===== src/rtl/hazard_sequencer.sv =====
// Pipeline stall/flush sequencer: load-use bubbles, redirect flushes and
// multi-cycle execute waits with a timeout guard and a saturating stall counter.
module hazard_sequencer #(
    parameter int MC_TIMEOUT = 64,
    parameter int CNT_WIDTH  = 32
) (
    input  logic                 clk,
    input  logic                 reset,
    input  logic [4:0]           Rs1D,
    input  logic [4:0]           Rs2D,
    input  logic [4:0]           RdE,
    input  logic                 LoadE,
    input  logic                 PCSrcE,
    input  logic                 McStartE,
    input  logic                 McDoneE,
    output logic                 StallF,
    output logic                 StallD,
    output logic                 StallE,
    output logic                 FlushD,
    output logic                 FlushE,
    output logic                 FlushM,
    output logic                 McBusy,
    output logic                 McTimeout,
    output logic [CNT_WIDTH-1:0] StallCycles
);

    typedef enum logic {
        RUN     = 1'b0,
        MC_WAIT = 1'b1
    } state_t;

    localparam logic [15:0] MC_LAST = 16'(MC_TIMEOUT - 1);

    state_t               r_state;
    state_t               w_state_next;
    logic [15:0]          r_mc_cnt;
    logic [15:0]          w_mc_cnt_next;
    logic                 r_mc_timeout;
    logic                 w_set_timeout;
    logic [CNT_WIDTH-1:0] r_stall_cycles;
    logic                 w_load_use;

    assign w_load_use = LoadE && (RdE != 5'd0) && ((RdE == Rs1D) || (RdE == Rs2D));

    always_ff @(posedge clk or posedge reset) begin
        if (reset) begin
            r_state        <= RUN;
            r_mc_cnt       <= 16'd0;
            r_mc_timeout   <= 1'b0;
            r_stall_cycles <= '0;
        end else begin
            r_state  <= w_state_next;
            r_mc_cnt <= w_mc_cnt_next;
            if (w_set_timeout) begin
                r_mc_timeout <= 1'b1;
            end
            // Saturate rather than wrap so long runs never read as few stalls.
            if (StallF && (r_stall_cycles != {CNT_WIDTH{1'b1}})) begin
                r_stall_cycles <= r_stall_cycles + 1'b1;
            end
        end
    end

    always_comb begin
        w_state_next  = r_state;
        w_mc_cnt_next = r_mc_cnt;
        w_set_timeout = 1'b0;
        StallF        = 1'b0;
        StallD        = 1'b0;
        StallE        = 1'b0;
        FlushD        = 1'b0;
        FlushE        = 1'b0;
        FlushM        = 1'b0;
        McBusy        = 1'b0;

        if (!reset) begin
            case (r_state)
                RUN: begin
                    if (PCSrcE) begin
                        // Decode instruction is squashed, so its hazard is moot.
                        FlushD = 1'b1;
                        FlushE = 1'b1;
                    end else if (McStartE && !McDoneE) begin
                        StallF        = 1'b1;
                        StallD        = 1'b1;
                        StallE        = 1'b1;
                        FlushM        = 1'b1;
                        w_state_next  = MC_WAIT;
                        w_mc_cnt_next = 16'd1;
                    end else if (McStartE && McDoneE) begin
                        w_state_next = RUN;
                    end else if (w_load_use) begin
                        StallF = 1'b1;
                        StallD = 1'b1;
                        FlushE = 1'b1;
                    end
                end
                MC_WAIT: begin
                    McBusy = 1'b1;
                    if (!McDoneE && (r_mc_cnt < MC_LAST)) begin
                        StallF        = 1'b1;
                        StallD        = 1'b1;
                        StallE        = 1'b1;
                        FlushM        = 1'b1;
                        w_mc_cnt_next = r_mc_cnt + 16'd1;
                    end else begin
                        w_set_timeout = !McDoneE;
                        w_state_next  = RUN;
                        w_mc_cnt_next = 16'd0;
                    end
                end
                default: begin
                    w_state_next  = RUN;
                    w_mc_cnt_next = 16'd0;
                end
            endcase
        end
    end

    assign McTimeout   = r_mc_timeout;
    assign StallCycles = r_stall_cycles;

endmodule


===== config.mk =====
export PLATFORM = sky130hd
export DESIGN_NAME = hazard_sequencer
export DESIGN_NICKNAME = d
export VERILOG_FILES = /design/src/rtl/hazard_sequencer.sv
export SDC_FILE = /design/constraint.sdc
export NUM_CORES = 1
export LEC_CHECK = 0
export ABC_AREA = 1
export BUFFER_PORTS_ARGS = -buffer_cell sky130_fd_sc_hd__buf_4
export CAP_MARGIN = 20
export CORE_MARGIN = 3
export CORE_UTILIZATION = 50
export CTS_CLUSTER_DIAMETER = 120
export DETAILED_ROUTE_END_ITERATION = 10
export PLACE_DENSITY = 0.8
export REMOVE_ABC_BUFFERS = 1
export SYNTH_ARGS = -nofsm -noshare
export SYNTH_HDL_FRONTEND = slang
export SYNTH_SLANG_ARGS = --single-unit

===== constraint.sdc =====
create_clock -name clk -period 2.8 [get_ports clk]
set_input_delay 0.56 -clock clk [delete_from_list [all_inputs] [get_ports clk]]
set_output_delay 0.56 -clock clk [all_outputs]
set_load 0.02 [all_outputs]

==> flow_summary_export.csv, run 1 <==
group,metric,value,unit
run_status,status,"completed",
setup_path,path_class,"flop to output port",
cells_and_area,postLayoutCoreUtil,0.633,
min_path,hp-start,"McTimeout",
logic_synthesis,yosysUniqueCellTypes,30,
placed_design,post-dp-hpwl,5830,um
timing,setup_viol,0,
floorplan,die_y,86.4,um
setup_path,startpoint,"r_mc_cnt[0]",
drt,dr.first_iter.drc_count,204,
setup_path,crit_path_end,"StallF",
pwr,p_leak,1.98,nW
global_routing,grt_first_pass_wirelength,13700,um
drt,drc_errors,0,
floorplan,coreArea,6100,um2
floorplan,die-area,7460,um2
setup_path,rr_worst_depth,9,
min_path,hp-class,"flop to flop",
drt,drt_wl_total,7770,um
cts,cts_resized,0,
placed_design,gp_congestion,0.938,
timing,slew_viol_final,0,
cells_and_area,area_growth,19.6,%
timing,clock.fmax,392,MHz
logic_synthesis,yosys_warnings,0,
logic_synthesis,yosys.area.top_type,"dfrtp_1",
cts,clkTransAtPathRegs,0.09,ns
logic_synthesis,syn_inst,465,
cts,cts_setup_buffers,0,
setup_path,end_kind,"output port",
timing,relSlewSlack,0.395,
setup_path,required,2.24,ns
timing,final.period_utilization,0.912,
logic_synthesis,ys_top_cells_by_area,"dfrtp_1 39%, nand2_1 20%, nand4_1 7.2%",
cells_and_area,fillers,570,
pwr,peakVddDrop,328,uV
cts,cts_tree,"built",
drt,vias,3112,
cells_and_area,finalNetCount,546,
global_routing,grt_overflow,0,
global_routing,grt_pass1_vias,3054,
floorplan,num_rows,28,
timing,max_slew.worst_pin.slew,0.907,ns
timing,rsz0062_at_grt,"false",
placed_design,postPlaceCellArea,3740,um2
cts,cts_buffers,5,
setup_path,cp_max_fo,4,
logic_synthesis,seq_area_frac_synth,0.388,
cts,clockBufferDepth,2,
drt,drt_pass1_iterations,5,
drt,wire_per_inst,13.0,um
cts,root_buffer,"clkbuf_8",
floorplan,start_util,0.530,
setup_path,crit_arrival,1.99,ns
global_routing,grt_start_max_net_pins,85,
timing,hold_viol_final,0,
floorplan,io_pins,61,
setup_path,timing.rr.end,"StallCycles[12]",
cells_and_area,diodes,0,
global_routing,track_usage,0.225,
logic_synthesis,synth_area,3230,um2
pwr,power_density,464,nW/um2
timing,period_minus_slack,2.55,ns
cells_and_area,fin_area,3860,um2
setup_path,reg2reg_from,"r_mc_cnt[0]",
logic_synthesis,postSynthAreaPerCell,6.94,um2
setup_path,start_kind,"flop",
cts,cts_hold_buf,0,
cells_and_area,drive_gt1_frac,0.166,
timing,skew,0.00666,ns
logic_synthesis,synthDominantCellAreaShare,0.388,
setup_path,r2r_slack,0.71,ns
pwr,power.total,1.79,mW
run,maxCapViolations,0,
placed_design,io_buffers,60,
drt,drt.antenna.violating_nets,0,
drt,vias_per_cell,5.20,
floorplan,die_w,86.4,um
cts,clk_latency,0.31,ns
logic_synthesis,ys_seq_elements,50,
cts,htree_levels,2,
cts,cts_sinks,50,
global_routing,antenna_found_initial,0,
## how the worst min path moves through the flow
stage,depth (start not counted),end,slack (ns)
floorplan,2,r_mc_cnt[13],0.46
global placement,1,McTimeout,0.47
detailed placement,1,McTimeout,0.47
CTS,1,McTimeout,0.50
global route,1,McTimeout,0.51
finish,1,McTimeout,0.50
## stage by stage
| step | TNS (ns) | cells | hold WS [ns] | setup slack, ns |
|---|---|---|---|---|
| after floorplan | -0.0409 | 449 | 0.460 | -0.0204 |
| after detailed placement | 0 | 591 | 0.472 | 0.479 |
| after global routing | 0 | 599 | 0.513 | 0.0848 |
| after CTS | 0 | 599 | 0.497 | 0.112 |
| final | 0 | 599 | 0.497 | 0.246 |
| after global placement | 0 | 591 | 0.466 | 0.653 |
## cells in the mapped netlist, drive strengths merged
cell type / instances
xor2: 23
ha: 2
o22ai: 1
buf: 11
nor2: 55
clkbuf: 5
nor4: 1
a31o: 1
inv: 58
xnor2: 9
nand3b: 2
o21bai: 1
dfrtp: 50
a21oi: 3
nor3b: 2
nand2: 170
nand4: 38
nor3: 19
o21ai: 3
o211ai: 1
nand3: 10
## layout by cell type (no fill, tap or decap)
cell and instances:
nor4_1 1, nor3b_1 1, a21oi_1 3, nand3b_1 2
inv_2 2, nor3b_2 1, o21ai_0 3, dfrtp_1 50
nand4_2 1, o21bai_1 1, xnor2_1 9, clkbuf_8 5
ha_1 2, xor2_1 23, nand3_1 8, inv_1 56
nor2_1 52, nand2_1 170, nor3_2 2, clkinvlp_4 2
o22ai_1 1, nor3_1 17, nand4_1 37, buf_4 66
bufinv_16 1, nand3_2 2, o211ai_1 1, a31o_2 1
buf_12 1, nor2_2 3
## per-layer routing
metal  share of wire  up-vias  global-route usage
met3           0.062       10              0.0342
met2            0.45      108               0.367
met1            0.47     1419               0.314
met5               0        -                   0
li1                -     1575                   -
met4           0.016        0              0.0552
## flip-flops by register name, indices dropped and copies added, names as in the netlist
signal       cells
r_mc_cnt        16
McTimeout        1
StallCycles     32
r_state          1
## worst max-delay path: stages (launching register included)
cell and delay, ns:
dfrtp_1 0.42, ha_1 0.25, nand3_1 0.11, o211ai_1 0.10, nor3_2 0.23, nand3_1 0.19
a21oi_1 0.22, buf_4 0.17
## report_power, final
group          total, mW  leakage (nW)  switching [mW]  internal [mW]
combinational      0.436          1.24           0.277          0.159
clock              0.524        0.0504           0.258          0.266
sequential         0.829         0.688          0.0596          0.770
total               1.79          1.98           0.595           1.19
## logic make-up (layout without fill, tap and decap cells)
family,Yosys count,count (layout),share of synthesized area
XOR/XNOR,32,32,0.0868
adder cells (fa/ha/maj),2,2,0.00775
flip-flops,50,50,0.388
AO/OA/AOI/OAI,10,10,0.0186
buffers and inverters,74,133,0.0973
AND/OR/NAND/NOR,297,297,0.402
## cell type report
| class | instances | area, um2 | share of cell area |
|---|---|---|---|
| clock buffers | 5 | 68.8 | 0.0178 |
| multi-input cells | 341 | 1670 | 0.432 |
| flip-flops and latches | 50 | 1250 | 0.324 |
| repair buffers | 67 | 515 | 0.134 |
| inverters | 58 | 218 | 0.0564 |
| clock inverters | 3 | 45.0 | 0.0117 |
| well taps | 75 | 93.8 | 0.0243 |
No activity file was read; power rests on OpenSTA's default activity.
==> run 2, diff against run 1 <==
--- a/config.mk
+++ b/config.mk
@@ -12,8 +12,9 @@
 export CORE_UTILIZATION = 50
 export CTS_CLUSTER_DIAMETER = 120
 export DETAILED_ROUTE_END_ITERATION = 10
-export PLACE_DENSITY = 0.8
+export PLACE_DENSITY = 0.77
 export REMOVE_ABC_BUFFERS = 1
+export SETUP_SLACK_MARGIN = 0.2
 export SYNTH_ARGS = -nofsm -noshare
 export SYNTH_HDL_FRONTEND = slang
 export SYNTH_SLANG_ARGS = --single-unit
==> constraint.sdc (replaced) <==
create_clock -name clk -period 2.9 [get_ports clk]
set_input_delay 0.58 -clock clk [delete_from_list [all_inputs] [get_ports clk]]
set_output_delay 0.58 -clock clk [all_outputs]
set_load 0.02 [all_outputs]
==> run 2 against run 1 <==
  * Sequential power is 3.5% lower
  * Die area did not move
  * Worst hold slack got worse by 0.11 ns
  * Critical endpoint unchanged
  * Largest power group unchanged
==> flow_summary_export.csv, run 2 (synthesis results as in run 1) <==
group,metric,value,unit
run_status,status,"completed",
cells_and_area,area_growth,18.3,%
timing,clock.fmax,395,MHz
cells_and_area,finalNonFillerCells,597,
timing,skew,0.00492,ns
cts,cts_setup_buffers,0,
cells_and_area,drive_gt1_frac,0.165,
setup_path,start_kind,"flop",
placed_design,postPlaceCellArea,3710,um2
global_routing,antenna_found_initial,0,
global_routing,track_usage,0.226,
timing,hold_viol_final,0,
timing,relSlewSlack,0.576,
setup_path,crit_arrival,1.95,ns
global_routing,grt_start_max_net_pins,49,
cells_and_area,fillers,595,
timing,max_slew.worst_pin.slew,0.636,ns
drt,drt_pass1_iterations,4,
placed_design,post-dp-hpwl,6010,um
drt,vias_per_cell,5.18,
cts,clkTransAtPathRegs,0.10,ns
timing,final.period_utilization,0.873,
floorplan,die-area,7460,um2
cells_and_area,diodes,0,
timing,whs,0.388,ns
min_path,hp-class,"primary input to async pin",
cts,cts_tree,"built",
cts,cts_sinks,50,
floorplan,start_util,0.530,
setup_path,path_class,"flop to output port",
cells_and_area,finalNetCount,544,
placed_design,placed_cells_incl_taps,589,
cts,clockBufferDepth,2,
drt,dr.first_iter.drc_count,169,
cts,cts_buffers,5,
cts,htree_levels,2,
setup_path,cp_max_fo,4,
global_routing,grt_overflow,0,
global_routing,grt_first_pass_wirelength,13700,um
cts,clk_latency,0.31,ns
setup_path,end_kind,"output port",
floorplan,coreArea,6100,um2
drt,drc_errors,0,
placed_design,io_buffers,60,
cells_and_area,mostFrequentLayoutCells,"170 x nand2_1, 65 x buf_4, 56 x inv_1",
cells_and_area,largest_reg_flops,32,
setup_path,rr_worst_depth,9,
placed_design,gp_congestion,0.963,
cts,root_buffer,"clkbuf_8",
pwr,power_density,433,nW/um2
timing,rsz0062_at_grt,"false",
pwr,p_leak,1.96,nW
setup_path,required,2.32,ns
run,maxCapViolations,0,
drt,drt.antenna.violating_nets,0,
global_routing,grt_pass1_vias,2911,
pwr,peakVddDrop,298,uV
cells_and_area,final_common_cell,"nand2_1",
floorplan,die_y,86.4,um
drt,vias,3094,
drt,wire_per_inst,13.2,um
floorplan,die_w,86.4,um
drt,drt_wl_total,7880,um
floorplan,num_rows,28,
timing,setup_viol,0,
cells_and_area,fin_area,3820,um2
floorplan,io_pins,61,
timing,timing.setup.tns,0,ns
timing,slew_viol_final,0,
timing,period_minus_slack,2.53,ns
[run 2: changes by cell type in the layout (fill, tap and decap cells not counted)]
cell,change
a21oi_2,+1
buf_4,-1
a21oi_1,-1
clkinv_4,+1
bufinv_16,-1
inv_6,+2
buf_12,-1
clkinvlp_4,-2
[run 2: path summary, 6_finish.rpt]
kind                                  start  slack, ns         endpoint
worst max-delay path            r_mc_cnt[0]       0.37           StallF
worst min-delay path                  reset       0.39   StallCycles[9]
worst max register to register  r_mc_cnt[0]       0.61  StallCycles[30]
worst min register to register    McTimeout       0.50        McTimeout
max in group asynchronous             reset       1.62  StallCycles[22]
min in group clk                  McTimeout       0.50        McTimeout
[run 2: what timing repair did]
action                     4_1_cts  5_1_grt
gates resized for setup          0        2
hold buffers                     0        0
setup endpoints to repair        0       21
[run 2: report_power, final]
group	total, mW	switching, mW	internal [mW]
clock	0.437	0.259	0.178
sequential	0.800	0.0565	0.743
combinational	0.416	0.267	0.149
total	1.65	0.582	1.07
[run 2: metrics by stage]
stage          power (mW)   util  worst slack, ns
3_3_place_gp         1.21  0.609            0.674
4_1_cts              1.66  0.625            0.217
5_1_grt              1.75  0.626            0.225
3_5_place_dp         1.23  0.609            0.508
2_1_floorplan        1.06      -           0.0396
6_report             1.65  0.626            0.369
[run 2: routing by layer]
layer  routed length (um)  global-route usage  vias to the layer above
met1                 3710               0.325                     1427
met3                  425              0.0304                        9
li1                     -                   -                     1567
met5                    0                   0                        -
met4                  100              0.0538                        0
met2                 3640               0.360                       91
[run 2: final cells by class]
class / instances / area (um2) / share of cell area
multi-input cells: 341 / 1670 / 0.438
flip-flops and latches: 50 / 1250 / 0.328
repair buffers: 65 / 488 / 0.128
inverters: 58 / 218 / 0.0570
well taps: 75 / 93.8 / 0.0246
clock buffers: 5 / 68.8 / 0.0180
clock inverters: 3 / 26.3 / 0.00688
[run 2: worst max-delay path, stage by stage (launching register included)]
cell and delay, ns:
dfrtp_1 0.41, ha_1 0.23, nand3_1 0.09, o211ai_1 0.11
nor3_2 0.21, nand3_1 0.20, a21oi_2 0.22, buf_4 0.17
==> run 3, diff against run 2 <==
--- a/config.mk
+++ b/config.mk
@@ -8,7 +8,6 @@
 export ABC_AREA = 1
 export BUFFER_PORTS_ARGS = -buffer_cell sky130_fd_sc_hd__buf_4
 export CAP_MARGIN = 20
-export CORE_MARGIN = 3
 export CORE_UTILIZATION = 50
 export CTS_CLUSTER_DIAMETER = 120
 export DETAILED_ROUTE_END_ITERATION = 10
==> run 3 against run 2 <==
  * Clock skew grew 0.0084 ns
  * Final cell count is the same
  * Sequential share of layout area is the same
  * Largest cell class unchanged
==> flow_summary_export.csv, run 3 (synthesis results as in run 1) <==
group,metric,value,unit
run_status,status,"completed",
pwr,p_leak,1.96,nW
global_routing,grt_start_max_net_pins,69,
pwr,p_comb_frac,0.250,
drt,vias,3103,
drt,dr.first_iter.drc_count,207,
timing,final.period_utilization,0.859,
setup_path,cp_max_fo,4,
cts,cts_hold_buf,0,
floorplan,die_y,82.4,um
floorplan,io_pins,61,
setup_path,path_class,"flop to output port",
cts,htree_levels,2,
timing,clock.fmax,401,MHz
timing,setup_viol,0,
global_routing,grt_overflow,0,
timing,skew,0.0133,ns
timing,timing.setup.tns,0,ns
min_path,hp-class,"primary input to async pin",
setup_path,worst_path_largest_cell_delay,0.42,ns
setup_path,start_kind,"flop",
cts,cts_tree,"built",
global_routing,track_usage,0.252,
placed_design,post-dp-hpwl,5810,um
setup_path,crit_chain,"ha_1, nand3_1, o211ai_1, nor3_2, nand3_1, a21oi_2, buf_4",
drt,drt_pass1_iterations,5,
placed_design,postPlaceCellArea,3710,um2
cts,cts_sinks,50,
pwr,power_density,431,nW/um2
cells_and_area,finalNetCount,544,
cts,clkTransAtPathRegs,0.11,ns
timing,slew_viol_final,0,
setup_path,required,2.32,ns
pwr,seqPwrFrac,0.487,
drt,drc_errors,0,
cells_and_area,fin_area,3820,um2
cells_and_area,fillers,561,
cells_and_area,drive_gt1_frac,0.165,
pwr,peakVddDrop,400,uV
cells_and_area,area_growth,18.3,%
cells_and_area,diodes,0,
pwr,power.total,1.64,mW
drt,drt.antenna.violating_nets,0,
global_routing,grt_pass1_vias,2772,
floorplan,num_rows,28,
cells_and_area,largest_reg_flops,32,
cells_and_area,mostFrequentLayoutCells,"170 x nand2_1, 65 x buf_4, 56 x inv_1",
placed_design,gp_congestion,0.983,
cts,cts_buffers,5,
timing,period_minus_slack,2.49,ns
timing,rsz0062_at_grt,"false",
drt,drt_wl_total,7630,um
global_routing,grt_first_pass_wirelength,12900,um
setup_path,cpLargestDelayFamily,"simple AND/OR/NAND/NOR gates",
floorplan,coreArea,6060,um2
placed_design,io_buffers,60,
timing,whs,0.347,ns
pwr,p_switching,0.575,mW
setup_path,end_kind,"output port",
cts,clk_latency,0.32,ns
drt,wire_per_inst,12.8,um
setup_path,cp_num_buf_inv,1,
pwr,clkPwrFrac,0.264,
cts,root_buffer,"clkbuf_8",
cells_and_area,final_common_cell,"nand2_1",
timing,max_slew.worst_pin.slew,0.740,ns
pwr,p_sw_frac,0.350,
run,maxCapViolations,0,
setup_path,crit_arrival,1.91,ns
global_routing,antenna_found_initial,0,
setup_path,crit_path_top_delay_cell,"dfrtp_1",
floorplan,start_util,0.533,
cts,clockBufferDepth,2,
timing,hold_viol_final,0,
floorplan,die-area,6780,um2
drt,vias_per_cell,5.20,
timing,relSlewSlack,0.507,
floorplan,die_w,82.4,um
setup_path,crit_path_frequent_cell,"nand3_1",
pwr,internal-power,1.07,mW
## run 3: per-layer routing
| metal | vias to the layer above | global-route usage | wire (um) |
|---|---|---|---|
| met2 | 101 | 0.399 | 3480 |
| met4 | 0 | 0.0842 | 121 |
| met3 | 8 | 0.0418 | 483 |
| li1 | 1574 | - | - |
| met5 | - | 0 | 0 |
| met1 | 1420 | 0.347 | 3540 |
## run 3: power groups by stage
stage / registers, mW / logic (mW) / clock network [mW]
3_3_place_gp: 0.811 / 0.404 / 0
6_report: 0.801 / 0.411 / 0.434
5_1_grt: 0.810 / 0.458 / 0.476
2_1_floorplan: 0.838 / 0.221 / 0
4_1_cts: 0.801 / 0.414 / 0.443
3_5_place_dp: 0.814 / 0.412 / 0
## run 3: layout make-up
class	instances	area, um2	share of cell area
Clock inverter	3	26.3	0.00688
Tap cell	75	93.8	0.0246
Inverter	58	218	0.0570
Multi-Input combinational cell	341	1670	0.438
Clock buffer	5	68.8	0.0180
Timing Repair Buffer	65	488	0.128
Sequential cell	50	1250	0.328
## run 3: per-stage QoR
step                      worst slack [ns]  instances  utilization
after floorplan                     0.0396        449            -
after global placement               0.681        589        0.613
after detailed placement             0.516        589        0.613
after CTS                            0.220        597        0.628
after global routing                 0.211        597        0.630
final                                0.408        597        0.630
## run 3: worst paths after layout
path | startpoint | end | slack [ns] | depth (start not counted)
worst min register to register | McTimeout | McTimeout | 0.49 | 1
max in group asynchronous | reset | StallCycles[5] | 1.83 | 3
worst max-delay path | r_mc_cnt[0] | StallF | 0.41 | 7
worst max register to register | r_mc_cnt[0] | StallCycles[28] | 0.63 | 9
min in group clk | McTimeout | McTimeout | 0.49 | 1
worst min-delay path | reset | r_mc_cnt[7] | 0.35 | 3
## run 3: tightest hold or removal path, cell delays in order
cell,delay (ns)
buf_4,0.13
inv_2,0.09
buf_4,0.24
## run 3: what timing repair did
action,4_1_cts,5_1_grt
endpoints found under the hold margin,0,0
gates resized for setup,0,2
endpoints found under the setup margin,0,2
buffers inserted,0,0
